==> config.mk <==
export PLATFORM = sky130hd
export DESIGN_NAME = band_dial_writer_flat
export DESIGN_NICKNAME = d
export VERILOG_FILES = /design/src/rtl/band_dial_writer_pkg.sv /design/src/rtl/band_dial_writer_if.sv /design/src/rtl/band_rr_arbiter.sv /design/src/rtl/band_dial_writer.sv /design/src/flat_wrapper.sv
export SDC_FILE = /design/constraint.sdc
export NUM_CORES = 1
export LEC_CHECK = 0
export ABC_AREA = 1
export CAP_MARGIN = 25
export CORE_MARGIN = 2
export CORE_UTILIZATION = 40
export DETAILED_ROUTE_END_ITERATION = 10
export GPL_ROUTABILITY_DRIVEN = 1
export SLEW_MARGIN = 0
export SYNTH_ARGS = -nofsm -noshare
export SYNTH_HDL_FRONTEND = slang
export SYNTH_SLANG_ARGS = --single-unit
export TNS_END_PERCENT = 20
==> constraint.sdc <==
create_clock -name clk -period 4.78 [get_ports clk]
set_input_delay 0.717 -clock clk [delete_from_list [all_inputs] [get_ports clk]]
set_output_delay 0.717 -clock clk [all_outputs]
set_load 0.02 [all_outputs]
==> src/rtl/band_dial_writer_pkg.sv <==
// Shared band-display definitions: band count, level width and reset level,
// plus the write-FSM state type used by the initiator.
package band_pkg;
  localparam int NUM_BANDS = 12;
  localparam int LEVEL_W   = 10;
  localparam int WDATA_W   = 16;

  typedef logic [3:0]         band_idx_t;
  typedef logic [LEVEL_W-1:0] level_t;

  localparam level_t    LEVEL_RESET = level_t'(412);
  localparam band_idx_t LAST_BAND   = band_idx_t'(NUM_BANDS - 1);

  typedef enum logic {IDLE, WRITE} wr_state_t;

  function automatic band_idx_t band_inc(input band_idx_t b);
    return (b == LAST_BAND) ? '0 : b + 4'd1;
  endfunction
endpackage

==> src/rtl/band_dial_writer_if.sv <==
// Avalon-MM single-beat write channel between the band writer and the
// band display slave.
interface band_dial_writer_if
  import band_pkg::*;
  ();
  logic                 chipselect;
  logic                 write;
  band_idx_t            address;
  logic [WDATA_W-1:0]   writedata;
  logic                 waitrequest;

  modport master (output chipselect, output write, output address,
                  output writedata, input waitrequest);
  modport slave  (input chipselect, input write, input address,
                  input writedata, output waitrequest);
endinterface

==> src/rtl/band_rr_arbiter.sv <==
// Find-first-set over the dirty vector, starting at ptr_i and wrapping at
// the last band, so every requester is served within NUM_BANDS grants.
module band_rr_arbiter
  import band_pkg::*;
(
  input  logic [NUM_BANDS-1:0] req_i,
  input  band_idx_t            ptr_i,
  output band_idx_t            sel_o,
  output logic                 any_o
);

  band_idx_t idx;

  always_comb begin
    sel_o = '0;
    any_o = 1'b0;
    idx   = ptr_i;
    for (int i = 0; i < NUM_BANDS; i++) begin
      if (!any_o && req_i[idx]) begin
        sel_o = idx;
        any_o = 1'b1;
      end
      idx = band_inc(idx);
    end
  end

endmodule

==> src/rtl/band_dial_writer.sv <==
// Shadows the 12 band levels with dirty bits and pushes dirty bands to the
// display slave as single-beat Avalon-MM writes in round-robin order.
module band_dial_writer
  import band_pkg::*;
(
  input  logic                clk,
  input  logic                reset,
  input  logic                level_valid,
  input  band_idx_t           level_band,
  input  level_t              level_data,
  input  logic                refresh,
  band_dial_writer_if.master  av,
  output logic                busy,
  output logic                band_err
);

  wr_state_t            state_q, state_d;
  level_t               level_q [NUM_BANDS];
  level_t               level_d [NUM_BANDS];
  logic [NUM_BANDS-1:0] dirty_q, dirty_d;
  band_idx_t            ptr_q, ptr_d;
  band_idx_t            addr_q, addr_d;
  logic [WDATA_W-1:0]   wdata_q, wdata_d;
  logic                 strobe_q, strobe_d;
  logic                 err_q, err_d;

  logic                 band_ok, upd, accept, any;
  logic [NUM_BANDS-1:0] upd_mask, req;
  band_idx_t            sel;
  level_t               sel_level;

  assign band_ok  = (level_band <= LAST_BAND);
  assign upd      = level_valid && band_ok;
  assign upd_mask = upd ? ({{(NUM_BANDS-1){1'b0}}, 1'b1} << level_band) : '0;
  assign accept   = (state_q == WRITE) && !av.waitrequest;

  // Incoming update/refresh is visible to the arbiter in the same cycle so
  // an idle writer launches on the very next edge.
  assign req = dirty_q | upd_mask | {NUM_BANDS{refresh}};

  band_rr_arbiter u_arb (
    .req_i (req),
    .ptr_i (ptr_q),
    .sel_o (sel),
    .any_o (any)
  );

  assign sel_level = (upd && (level_band == sel)) ? level_data : level_q[sel];

  always_comb begin
    state_d  = state_q;
    level_d  = level_q;
    dirty_d  = dirty_q;
    ptr_d    = ptr_q;
    addr_d   = addr_q;
    wdata_d  = wdata_q;
    strobe_d = strobe_q;
    err_d    = err_q;

    // Clear first so a same-cycle refresh or update re-marks the band.
    if (accept) dirty_d[addr_q] = 1'b0;
    if (refresh) dirty_d = '1;
    if (upd) begin
      dirty_d[level_band] = 1'b1;
      level_d[level_band] = level_data;
    end
    if (level_valid && !band_ok) err_d = 1'b1;

    case (state_q)
      IDLE: begin
        if (any) begin
          addr_d   = sel;
          wdata_d  = {{(WDATA_W-LEVEL_W){1'b0}}, sel_level};
          strobe_d = 1'b1;
          state_d  = WRITE;
        end
      end
      WRITE: begin
        if (accept) begin
          strobe_d = 1'b0;
          ptr_d    = band_inc(addr_q);
          state_d  = IDLE;
        end
      end
      default: state_d = IDLE;
    endcase
  end

  always_ff @(posedge clk) begin
    if (!reset) begin
      state_q  <= IDLE;
      level_q  <= '{default: LEVEL_RESET};
      dirty_q  <= '1;
      ptr_q    <= '0;
      addr_q   <= '0;
      wdata_q  <= '0;
      strobe_q <= 1'b0;
      err_q    <= 1'b0;
    end else begin
      state_q  <= state_d;
      level_q  <= level_d;
      dirty_q  <= dirty_d;
      ptr_q    <= ptr_d;
      addr_q   <= addr_d;
      wdata_q  <= wdata_d;
      strobe_q <= strobe_d;
      err_q    <= err_d;
    end
  end

  assign av.chipselect = strobe_q;
  assign av.write      = strobe_q;
  assign av.address    = addr_q;
  assign av.writedata  = wdata_q;
  assign busy          = (|dirty_q) || (state_q == WRITE);
  assign band_err      = err_q;

endmodule
==> src/flat_wrapper.sv <==
// flat-port wrapper written by rule: the top's interface ports become plain ports
module band_dial_writer_flat import band_pkg::*;
  (clk, reset, level_valid, level_band, level_data, refresh, busy, band_err, av_chipselect, av_write, av_address, av_writedata, av_waitrequest);
  band_dial_writer_if av_i ();
  input  logic clk;
  input  logic reset;
  input  logic level_valid;
  input  band_idx_t level_band;
  input  level_t level_data;
  input  logic refresh;
  output logic busy;
  output logic band_err;
  output wire logic [$bits(av_i.chipselect)-1:0] av_chipselect;
  output wire logic [$bits(av_i.write)-1:0] av_write;
  output wire logic [$bits(av_i.address)-1:0] av_address;
  output wire logic [$bits(av_i.writedata)-1:0] av_writedata;
  input wire logic [$bits(av_i.waitrequest)-1:0] av_waitrequest;
  assign av_chipselect = av_i.chipselect;
  assign av_write = av_i.write;
  assign av_address = av_i.address;
  assign av_writedata = av_i.writedata;
  assign av_i.waitrequest = av_waitrequest;
  band_dial_writer u_core (.clk(clk), .reset(reset), .level_valid(level_valid), .level_band(level_band), .level_data(level_data), .refresh(refresh), .av(av_i), .busy(busy), .band_err(band_err));
endmodule
## After elaboration in Yosys (flattened, before gate mapping)

Index checks and enable logic that the tools add are counted.

- Magnitude comparators: 20
- Muxes and demuxes: 81
- Add/subtract/negate cells: 12
- Bitwise gates (word level): 8
- Shift operators: 1
- $mul: 0
- Equal/unequal tests: 15
- Reductions and logical operators: 36
- Divide/modulo/power cells: 0

Operators by type and width:

| cell | count |
|---|---|
| bitwise mux 120 bit | 1 |
| two-way mux 4 bit | 24 |
| less-than comparator 4 x 5 -> 1 bit, second input constant | 14 |
| adder 4 x 1 -> 4 bit, second input constant | 12 |
| binary-select mux 1 bit (select 4 bit) | 12 |
| == test 4 bit, second input constant | 12 |
| two-way mux 12 bit | 4 |
| binary-select mux 10 bit (select 4 bit) | 1 |
| demux 10 bit (select 4 bit) | 1 |
| two-way mux 10 bit | 4 |
| bitwise OR 12 bit | 3 |
| two-way mux 1 bit | 30 |
| logical AND 1 bit | 18 |
| logical NOT 1 bit | 13 |
| bitwise AND 12 bit | 1 |
| NOT 12 bit | 1 |
| OR reduction 12 bit | 1 |
| left shift 1 x 4 -> 12 bit, first input constant | 1 |
| >= comparator 5 bit, second input constant | 2 |
| NOT 4 -> 5 bit | 2 |
| demux 1 bit (select 4 bit) | 2 |
| >= comparator 4 x 1 -> 1 bit, second input constant | 2 |
| AND reduction 2 bit | 3 |
| less-than comparator 5 x 1 -> 1 bit, second input constant | 1 |
| 7 further kinds | 8 |

- Bits in registers: 153
- Logic and storage cells: 192
- Latch bits: 0
- Output and inout bits: 24
- ROM bits: 0
- Memory bits (writable): 0
- Memories: 0
- Input bits: 19

## Depth between registers and ports, before layout

Gate-level depths: netlist (run 1).

- Depth in word-level cells: 46
- Gate-level depth with buffers: 50
- Mapped depth without buffers: 49

## Cells and area by module

From an unflattened synthesis (run 1), not the netlist that was laid out.

- Cells, all modules: 1453
- Area total of the unflattened synthesis: 9360.2 um^2

Modules (own cells, without submodules):

| module | area an instance (um^2) | cells an instance | times used | sequential area each (um^2) |
|---|---|---|---|---|
| band_dial_writer | 7044.3 | 1010 | 1 | 3062.9 |
| band_rr_arbiter | 2316.0 | 443 | 1 | 0.0 |

## Least setup slack after synthesis (run 1)

No wires, ideal clock.

- Kind: flip-flop to flip-flop
- Start point: reg u_core.ptr_q[1]
- End point: reg u_core.wdata_q[3] (netlist: u_core.av.writedata[3])
- Library setup time: 0.141 ns
- Path slack: -0.032 ns
- Arrival time: 4.671 ns
- Data required time: 4.639 ns
- Period minus slack after synthesis: 4.812 ns
- Cell stages (with the launch flop): 45
- Buffers on the path: 3
- Path through: dfxtp_1 buf_2 inv_1 ha_1 clkbuf_1 nand4_1 nand2_1 nand2_1 nor2_1 nand2_1 nand3_2 nand3_2 nand2_4 nand2_2 nand2_2 nand3_1 nand2_1 nand3_2 [9 not listed] nand2_1 nand2_1 nand2_2 a21boi_4 inv_2 nor2_8 nand3_2 nand2_2 nand2_1 nand2_1 nand3_2 nor2_4 buf_6 nand3_2 nand2_1 inv_1 nand2_1 a21oi_2

- Cells in the longest elaborated chain, start to end: 41
- Elaborated cells between the ends (all ways): 111
- Those cells by class: 11 x add/sub; 12 x eq/ne; 63 x mux; 1 x bitwise; 24 x reduce/logical

Ends and longest elaborated chain:

| what | RTL line | text |
|---|---|---|
| start, declared | band_dial_writer.sv:21 | `band_idx_t ptr_q, ptr_d;` |
| start signal, assigned | band_dial_writer.sv:103 | `ptr_q <= ptr_d;` |
| branches (longest 41 deep; another with adder 4 x 1 -> 4 bit) | n/a |  |
| end signal, assigned | band_dial_writer.sv:105 | `wdata_q <= wdata_d;` |
| end, declared | band_dial_writer.sv:23 | `logic [WDATA_W-1:0] wdata_q, wdata_d;` |

Parallel ways; which one is timed is not known. The select of a mux whose other input is x is not followed.
A chain may end at the register's enable or synchronous reset.

## Worst setup path after layout (run 1)

- Start point: reg u_core.ptr_q[0]
- End point: reg u_core.wdata_q[9] (netlist: u_core.av.writedata[9])

The elaborated chain is that of the path after synthesis.

==> run metrics, run 1 <==
status=finished, violations left; violated checks=setup timing; CTS Buffer Depth=2; drt pass-1 iters=6; RR Startpoint=u_core.ptr_q[0]$_SDFFE_PN0P_; Seq cells post-synth=153; CTS tree=yes; type of origin of the critical path=flop; share of cells above drive strength 1=25.9%; hold crit path type=flop to flop; Tcrit/Tclk final=109%; Final GP Congestion=0.931; CP dominant cell by count=nand2_2; CTS Sinks=153; Yosys Warn Count=0; CORE AREA=23500 sq um; post-place setup slack=-787 ps; reg2reg end=u_core.av.writedata[9]$_SDFFE_PN0P_; initial antenna violation count=0; Die ar.=25100 sq um; PD cells=336 nW/um^2; slowest CP cell=dfxtp_4; Post-synth EDFFs=0; Setup CP Type=flop to flop; Top Ports=43; insertion delay to the later sink of the worst-skew pair=430 ps; vias per std cell=5.48; Synth Instances=1420; slowest stage delay, CP=400 ps; hold endpoint=u_core.level_q[79]$_SDFFE_PN0P_; # rows=56; initial DRC count=957; Peak VDD IR=0.176 mV; global-route wire length before repair=52700 um; WP data required=5060 ps; post-synth cell types=46; TNS Setup=-4650 ps; number of buffer and inverter stages on the critical path=8; CTS buffer count=17; DRC Markers=0; fill cell total of the finished layout=2254; final hold violations=0; PortBufs=36; area grow syn2layout=34.9%; Routed Antenna Nets=0; die width=159 um; final worst clock skew=9.14 ps; Leakage=5.79 nW; flop2flop setup slack=-420 ps; hold slack=454 ps; Pins Over Slew Limit=0; non-filler instance count after layout=1922; Die Y=159 um; root buffer cell=clkbuf_16; Top FF cell, synth=dfxtp_1; min Tclk post-route=5200 ps; Reg clk slew, reported paths=60 ps; H-tree levels=4; slew at the pin closest to its max-slew limit=704 ps; gr usage total=27.0%; Reg2Reg Depth=42; Synth Cell Area=9560 sq um; antenna cells=0; vias in the first global route=9765; nets=1617; DR WL/cell=17.6 um; routed wire length=33700 um; Starting Density=40.7%; slew margin rel.=52.9%; Syn Area/Cell=6.73 sq um; pin count of the biggest net entering global routing=62; Congestion Overflow GR=0; DR vias=10500; unrepaired setup endpoints after global routing=true; final worst slack=-423 ps; Critical Path Fanout Max=6; Fmax=0.192 GHz; min-delay src=u_core.level_q[79]$_SDFFE_PN0P_; Arrival @ worst endpoint=5480 ps; Synth async-reset ratio=0%; Post-DP HPWL=22700 um; setup violators final=15; placed insts=1855; hold-critical path depth=2; Max Cap Violations=0; Seq/Total Area, Yosys=32.1%; CP delay by family, top=simple AND/OR/NAND/NOR gates; Post-CTS Hold Fix Bufs=0; crit end category=flop
[what timing repair did]
action | 4_1_cts | 5_1_grt
pin swaps | 23 | 61
cloned | 3 | 1
setup endpoints to repair | 15 | 16
resized for setup | 71 | 75
buffers inserted | 16 | 17
[how the worst max path moves through the flow]
stage                                  from                             endpoint  cells past startpoint
2_1_floorplan  u_core.ptr_q[1]$_SDFFE_PN0P_  u_core.av.writedata[3]$_SDFFE_PN0P_                     44
3_3_place_gp                  level_band[3]  u_core.av.writedata[5]$_SDFFE_PN0P_                     32
3_5_place_dp                  level_band[3]  u_core.av.writedata[5]$_SDFFE_PN0P_                     30
4_1_cts        u_core.ptr_q[1]$_SDFFE_PN0P_  u_core.av.writedata[6]$_SDFFE_PN0P_                     38
5_1_grt        u_core.ptr_q[0]$_SDFFE_PN0P_  u_core.av.writedata[9]$_SDFFE_PN0P_                     41
6_report       u_core.ptr_q[0]$_SDFFE_PN0P_  u_core.av.writedata[9]$_SDFFE_PN0P_                     42
[cells in the mapped netlist (14+ instances only)]
cell type	instances	area, sq um
a21oi_1	86	430
nand2_1	255	957
o21ai_0	122	611
inv_1	137	514
clkbuf_1	44	165
nor3_1	15	75.1
dfxtp_1	153	3060
nand3_1	266	1330
nor2_1	58	218
nand3_2	21	210
inv_2	14	52.6
nand3b_1	19	143
buf_2	31	155
nand2_2	29	181
o211ai_1	50	375
[metal layers]
metal	wire, um	global-route usage, %	vias to the layer above
li1	-	-	5137
met1	15000	36.8	4910
met2	15200	41.9	400
met3	2250	3.92	80
met4	1320	13.2	0
met5	0	0	-
[layout make-up]
type	instances	area (sq um)	area share, %
clock buffer	21	460	3.57
clock inverter	11	168	1.30
inverter	162	617	4.79
multi-input combinational	1016	6020	46.7
sequential	153	3070	23.9
tap	319	399	3.10
timing repair buffer	239	2140	16.6
timing repair inverter	1	7.51	0.0583
[power breakdown]
group | internal (mW) | total [mW] | leakage [nW] | switching, mW
combinational | 0.645 | 1.55 | 4.24 | 0.900
sequential | 1.31 | 1.35 | 1.25 | 0.0349
clock | 0.901 | 1.44 | 0.303 | 0.540
total | 2.86 | 4.33 | 5.79 | 1.47
[stage by stage]
| stage | total power, mW | util (%) | cell area, sq um |
|---|---|---|---|
| after floorplan | 2.11 | - | 9580 |
| after global placement | 2.56 | 48.0 | 11300 |
| after detailed placement | 2.57 | 48.0 | 11300 |
| after CTS | 4.18 | 53.0 | 12400 |
| after global routing | 4.53 | 54.9 | 12900 |
| final | 4.33 | 54.9 | 12900 |
[flip-flops by register name (all words and copies together) (netlist names)]
register	cells
u_core.dirty_q	12
u_core.av.chipselect	1
u_core.av.writedata	10
u_core.state_q	1
u_core.level_q	120
u_core.av.address	4
u_core.ptr_q	4
u_core.band_err	1
[cells in the final DEF, fill, tap and decap left out, types with 9 or more instances in the layout]
cell type	Yosys	routed
o211ai_1	50	50
nand3_2	21	32
nand3_1	266	243
a21oi_1	86	86
nand3b_1	19	19
clkinv_1	10	10
clkdlybuf4s50_1	0	34
nand4_4	3	10
nand3_4	2	14
buf_4	13	178
nor3_1	15	14
o21ai_0	122	117
dfxtp_1	153	150
inv_1	137	132
nor2_1	58	49
inv_2	14	17
nand4_1	13	13
buf_6	4	9
nor2_4	4	9
clkbuf_16	0	18
nand2_4	8	22
nand2_2	29	37
buf_12	0	15
nand2_1	255	229
[worst min-delay path: cells and delay by family, from the launching register on]
kind            cells  cell delay (ps)
compound gates      1               50
buf+inv             1               60
flops               1              290
[kinds of logic (layout without fill, tap and decap cells)]
family          Yosys count  in the layout  share of synthesized area, %
compound gates          288            288                          17.5
xor+xnor                  2              2                         0.183
fa+ha+maj                 8              8                          1.05
buf+inv                 256            434                          11.3
flops                   153            153                          32.1
other cells               1              6                        0.0392
simple gates            712            712                          37.9
Power figures use the tool's default switching activity.
==> run 2, diff against run 1 <==
--- a/config.mk
+++ b/config.mk
@@ -11,6 +11,7 @@
 export CORE_UTILIZATION = 40
 export DETAILED_ROUTE_END_ITERATION = 10
 export GPL_ROUTABILITY_DRIVEN = 1
+export PLACE_DENSITY = 0.55
 export SLEW_MARGIN = 0
 export SYNTH_ARGS = -nofsm -noshare
 export SYNTH_HDL_FRONTEND = slang
==> run 2 against run 1 <==
Net effect:
- the run still ends with setup timing left
- critical path depth shrank 2
- die area stayed put
- register-to-register slack improved by 120 ps
- worst hold slack worse by 8.1 ps
- via count shrank 1.0%
- sequential share of layout area rose by 0.62 points
- worst setup slack better by 120 ps
- clock skew is 1.3 ps lower
- sequential power about the same
- global-route usage rose by 0.45 points
- sequential cell count stayed put
- largest cell class unchanged
- highest routed layer unchanged
==> run metrics, run 2 (synthesis results as in run 1) <==
status=finished, violations left; violated checks=setup timing; Max Cap Violations=0 (unchanged); die width=159 um (unchanged); setup violators final=12 (-3); Worst setup startpoint=u_core.ptr_q[0]$_SDFFE_PN0P_; final instance area=12500 sq um (-2.7%); insertion delay to the later sink of the worst-skew pair=430 ps (about the same); TNS Setup=-2970 ps (+1680 ps); unrepaired setup endpoints after global routing=true; Reg2Reg Depth=40 (-4.8%); final worst clock skew=7.79 ps (-1.35 ps); Pins Over Slew Limit=0 (unchanged); type of origin of the critical path=flop; commonest non-fill, non-tap cell in the layout=nand3_1; area of the multi-input gates=5690 sq um (-5.4%); Largest register FFs=120 (unchanged); hold crit path type=flop to flop; nets=1617 (unchanged); placed inst area=11400 sq um (+1.1%); CTS tree=yes; slew at the pin closest to its max-slew limit=736 ps (+32.2 ps); placed insts=1870 (+0.81%); antenna cells=0 (unchanged); sequential share of power=33.0% (+1.9 points); CORE AREA=23500 sq um (unchanged); drt pass-1 iters=5 (-1); area grow syn2layout=31.3%; initial DRC count=884 (-7.6%); DRC Markers=0 (unchanged); RR Startpoint=u_core.ptr_q[0]$_SDFFE_PN0P_; DR vias=10400 (-1.0%); Peak VDD IR=0.228 mV (+30%); share of cells above drive strength 1=23.8% (-2.1 points); slew margin rel.=50.8% (-2.2 points); gr usage total=27.5% (+0.45 points); Biggest register=u_core.level_q; reg2reg end=u_core.av.writedata[5]$_SDFFE_PN0P_; Die ar.=25100 sq um (unchanged); hold-critical path depth=2 (unchanged); routed wire length=34000 um (+0.86%); Routed Antenna Nets=0 (unchanged); slowest stage delay, CP=390 ps (about the same); initial antenna violation count=0 (unchanged); Util after Layout=53.4% (-1.5 points); register area=3070 sq um (-0.12%); Die Y=159 um (unchanged); P_int=2.64 mW (-7.4%); vias in the first global route=9712 (-0.54%); post-place setup slack=-665 ps (+122 ps); CTS buffer count=17 (unchanged); Starting Density=40.7% (unchanged); DR WL/cell=17.7 um (+0.86%); slowest CP cell=dfxtp_4; Post-DP HPWL=24000 um (+5.4%); Top Ports=43 (unchanged); H-tree levels=4 (unchanged); Critical Path Fanout Max=10 (+4); CTS Buffer Depth=2 (unchanged); PortBufs=36 (unchanged); Congestion Overflow GR=0 (unchanged); Fmax=0.197 GHz (+2.3%); # rows=56 (unchanged); pin count of the biggest net entering global routing=67 (+8.1%); Arrival @ worst endpoint=5380 ps (-100 ps); global-route wire length before repair=53400 um (+1.4%); root buffer cell=clkbuf_16; CTS Sinks=153 (unchanged); most frequent cells in the layout=252 x nand3_1, 245 x nand2_1, 178 x buf_4, 151 x dfxtp_1, 135 x inv_1; crit end category=flop; Tcrit/Tclk final=106% (-2.5 points); Leakage=5.72 nW (-1.3%); switching power=1.43 mW (-3.4%); Setup CP Type=flop to flop; final worst slack=-306 ps (+117 ps); sw frac=35.0% (+0.97 points); final hold violations=0 (unchanged); fill cell total of the finished layout=2335 (+3.6%); vias per std cell=5.42 (-1.0%); non-filler instance count after layout=1922 (unchanged); min Tclk post-route=5090 ps (-117 ps); PD cells=324 nW/um^2 (-3.5%); clock network power share=32.7% (-0.6 points); WP data required=5070 ps (about the same); Logic pwr share=34.4% (-1.3 points); crit path to=u_core.av.writedata[5]$_SDFFE_PN0P_; Final GP Congestion=0.923 (-0.86%); Reg clk slew, reported paths=70 ps (about the same); flop2flop setup slack=-310 ps (+120 ps)
[run 2: timing repair]
| action | 4_1_cts | 5_1_grt |
|---|---|---|
| hold endpoints to repair | 0 | 0 |
| pin swaps | 11 | 22 |
| cloned | 1 | 4 |
| setup buffers | 8 | 7 |
| resized for setup | 25 | 50 |
| setup endpoints to repair | 15 | 16 |
| hold buffers | 0 | 0 |
[run 2: routing by layer]
layer	track usage [%]	wire [um]	vias to the layer above
li1	-	-	5141
met1	38.0	15500	4847
met2	42.6	15200	378
met3	4.27	2190	55
met4	11.5	1120	0
met5	0	0	-
[run 2: critical path, delay by kind of cell, from the launching register on]
| kind | cells | cell delay (ps) |
|---|---|---|
| adder cells (fa/ha/maj) | 1 | 280 |
| AO/OA/AOI/OAI | 1 | 50 |
| buffers and inverters | 5 | 550 |
| AND/OR/NAND/NOR | 33 | 3680 |
| flip-flops | 1 | 390 |
[run 2: layout make-up]
type                            count  share of cell area [%]
Timing Repair Buffer              240                    17.5
Sequential cell                   153                    24.5
Clock inverter                     12                   0.918
Tap cell                          319                    3.18
Inverter                          162                    4.90
Multi-Input combinational cell   1016                    45.4
Clock buffer                       20                    3.64
[run 2: how the worst min path moves through the flow]
| stage | startpoint | endpoint |
|---|---|---|
| 2_1_floorplan | u_core.level_q[100]$_SDFFE_PN0P_ | u_core.level_q[100]$_SDFFE_PN0P_ |
| 3_3_place_gp | u_core.level_q[100]$_SDFFE_PN0P_ | u_core.level_q[100]$_SDFFE_PN0P_ |
| 3_5_place_dp | u_core.level_q[100]$_SDFFE_PN0P_ | u_core.level_q[100]$_SDFFE_PN0P_ |
| 4_1_cts | u_core.level_q[100]$_SDFFE_PN0P_ | u_core.level_q[100]$_SDFFE_PN0P_ |
| 5_1_grt | u_core.level_q[70]$_SDFFE_PN0P_ | u_core.level_q[70]$_SDFFE_PN0P_ |
| 6_report | u_core.level_q[100]$_SDFFE_PN0P_ | u_core.level_q[100]$_SDFFE_PN0P_ |
[run 2: stage by stage]
stage               hold slack (ps)  power, mW
CTS                             447       3.99
global placement                439       2.63
finish                          446       4.07
floorplan                       424       2.11
global route                    468       4.27
detailed placement              437       2.64
[run 2: power by group through the flow]
stage | clock network (mW) | logic, mW | registers, mW
floorplan | 0 | 0.736 | 1.37
global route | 1.40 | 1.53 | 1.34
CTS | 1.34 | 1.31 | 1.34
finish | 1.33 | 1.40 | 1.34
detailed placement | 0 | 1.27 | 1.37
global placement | 0 | 1.26 | 1.37
==> run 3, diff against run 2 <==
--- a/config.mk
+++ b/config.mk
@@ -8,10 +8,10 @@
 export ABC_AREA = 1
 export CAP_MARGIN = 25
 export CORE_MARGIN = 2
-export CORE_UTILIZATION = 40
+export CORE_UTILIZATION = 55
 export DETAILED_ROUTE_END_ITERATION = 10
 export GPL_ROUTABILITY_DRIVEN = 1
-export PLACE_DENSITY = 0.55
+export PLACE_DENSITY = 0.72
 export SLEW_MARGIN = 0
 export SYNTH_ARGS = -nofsm -noshare
 export SYNTH_HDL_FRONTEND = slang
==> run 3 against run 2 <==
Net effect:
- the flow still finishes with violations (setup timing)
- clock power up 5%
- global-route usage rose by 8.8 points
- sequential share of layout area is 0.66 points lower
- sequential power is essentially flat
- fmax is 3.8% lower
- clock skew rose by 2.8 ps
- register-to-register slack got worse by 200 ps
- combinational power up 11%
==> run metrics, run 3 (synthesis results as in run 1) <==
routed wire length=34100 um (+0.30%); initial DRC count=1220 (+38%); violated checks=setup timing; Critical Path Fanout Max=7 (-3); crit end category=flop; Congestion Overflow GR=0 (unchanged); Peak VDD IR=0.265 mV (+16%); hold-critical path depth=2 (unchanged); type of origin of the critical path=flop; min-delay src=u_core.level_q[109]$_SDFFE_PN0P_; setup violators final=15 (+3); pin count of the biggest net entering global routing=66 (-1.5%); Leakage=5.85 nW (+2.3%); flop2flop setup slack=-510 ps (-200 ps); slew margin rel.=57.7% (+7.0 points); antenna cells=0 (unchanged); hold crit path type=flop to flop; non-filler instance count after layout=1842 (-4.2%); DRC Markers=0 (unchanged); global-route wire length before repair=52100 um (-2.5%); Post-DP HPWL=22900 um (-4.5%); Pins Over Slew Limit=0 (unchanged); insertion delay to the later sink of the worst-skew pair=430 ps (about the same); slowest stage delay, CP=380 ps (about the same); slew at the pin closest to its max-slew limit=632 ps (-104 ps); CP delay by family, top=simple AND/OR/NAND/NOR gates; TNS Setup=-5730 ps (-2750 ps); die width=136 um (-14%); final instance area=12900 sq um (+2.8%); Starting Density=55.8% (+15 points); CTS tree=yes; RR Startpoint=u_core.ptr_q[0]$_SDFFE_PN0P_; slowest CP cell=dfxtp_4; Largest register FFs=120 (unchanged); Max Cap Violations=0 (unchanged); DR WL/cell=18.5 um (+4.7%); Final GP Congestion=0.945 (+2.4%); CTS Sinks=153 (unchanged); vias per std cell=5.91 (+9.0%); most frequent cells in the layout=243 x nand3_1, 221 x nand2_1, 195 x buf_4, 150 x dfxtp_1, 133 x inv_1; Fmax=0.189 GHz (-3.8%); CORE AREA=17100 sq um (-27%); vias in the first global route=10000 (+3.3%); H-tree levels=4 (unchanged); number of buffer and inverter stages on the critical path=6 (+1); Arrival @ worst endpoint=5590 ps (+210 ps); commonest non-fill, non-tap cell in the layout=nand3_1; Tcrit/Tclk final=111% (+4.2 points); CTS Buffer Depth=2 (unchanged); final hold violations=0 (unchanged); final worst slack=-508 ps (-202 ps); WP data required=5080 ps (about the same); min Tclk post-route=5290 ps (+202 ps); PortBufs=36 (unchanged); drt pass-1 iters=5 (unchanged); Reg2Reg Depth=42 (+5.0%); Die ar.=18400 sq um (-27%); status=finished, violations left; # rows=48 (-14%); Setup CP Type=flop to flop; unrepaired setup endpoints after global routing=true; placed insts=1777 (-5.0%); post-place setup slack=-824 ps (-159 ps); CP dominant cell by count=nand2_2; placed inst area=11300 sq um (-0.97%); PD cells=333 nW/um^2 (+2.5%); Die Y=136 um (-14%); hold endpoint=u_core.level_q[109]$_SDFFE_PN0P_; final worst clock skew=10.6 ps (+2.84 ps); Top Ports=43 (unchanged); share of cells above drive strength 1=27.3% (+3.5 points); Post-CTS Hold Fix Bufs=0 (unchanged); reg2reg end=u_core.av.writedata[6]$_SDFFE_PN0P_; Util after Layout=75.4% (+22 points); Routed Antenna Nets=0 (unchanged); nets=1631 (+0.87%); Biggest register=u_core.level_q; initial antenna violation count=0 (unchanged); area grow syn2layout=35.0%; CTS buffer count=17 (unchanged); DR vias=10900 (+4.5%); root buffer cell=clkbuf_16; gr usage total=36.3% (+8.8 points); Reg clk slew, reported paths=60 ps (about the same)
## run 3: through the flow
step	hold WS [ps]	power, mW
CTS	448	4.09
global route	469	4.46
detailed placement	439	2.59
finish	449	4.29
global placement	437	2.58
floorplan	424	2.11
## run 3: worst reg2reg max path, delay by kind of cell, from the launching register on
family,cells,cell delay [ps]
buffers and inverters,6,550
AOI/OAI and AO/OA,2,140
and+or+nand+nor,33,3920
adders and majority gates,1,190
DFF,1,380
## run 3: how the worst max path moves through the flow
stage / from / endpoint / slack, ps / cells past startpoint
6_report: u_core.ptr_q[0]$_SDFFE_PN0P_ / u_core.av.writedata[6]$_SDFFE_PN0P_ / -510 / 42
3_5_place_dp: level_band[3] / u_core.av.writedata[1]$_SDFFE_PN0P_ / -820 / 31
4_1_cts: u_core.ptr_q[0]$_SDFFE_PN0P_ / u_core.av.writedata[6]$_SDFFE_PN0P_ / -180 / 40
5_1_grt: u_core.ptr_q[0]$_SDFFE_PN0P_ / u_core.av.writedata[6]$_SDFFE_PN0P_ / -850 / 45
3_3_place_gp: level_band[3] / u_core.av.writedata[3]$_SDFFE_PN0P_ / -690 / 31
2_1_floorplan: u_core.ptr_q[1]$_SDFFE_PN0P_ / u_core.av.writedata[3]$_SDFFE_PN0P_ / 70 / 44
## run 3: area by class of cell
type                            count  area, sq um
Timing Repair Buffer              254         2220
Tap cell                          225          282
Inverter                          162          616
Sequential cell                   153         3070
Fill cell                        1349         4220
Clock inverter                     10          143
Multi-Input combinational cell   1016         6100
Clock buffer                       22          464
## run 3: report_power, final
part | internal (mW) | total, mW | switching [mW] | leakage (nW)
sequential | 1.31 | 1.34 | 0.0301 | 1.24
clock | 0.851 | 1.39 | 0.542 | 0.295
combinational | 0.633 | 1.56 | 0.923 | 4.31
total | 2.80 | 4.29 | 1.50 | 5.85
## run 3: repair_timing
item                       4_1_cts  5_1_grt
cloned                           1        0
buffers inserted                16       16
setup endpoints to repair       15       16
pin swaps                       36       71
gates resized for setup         70       97
## run 3: layer usage
layer | up-vias | track usage, % | part of all wire [%]
li1 | 5159 | - | -
met1 | 5054 | 42.6 | 38
met2 | 533 | 63.2 | 48
met3 | 144 | 4.77 | 6.7
met4 | 0 | 21.6 | 6.6
met5 | - | 0 | 0
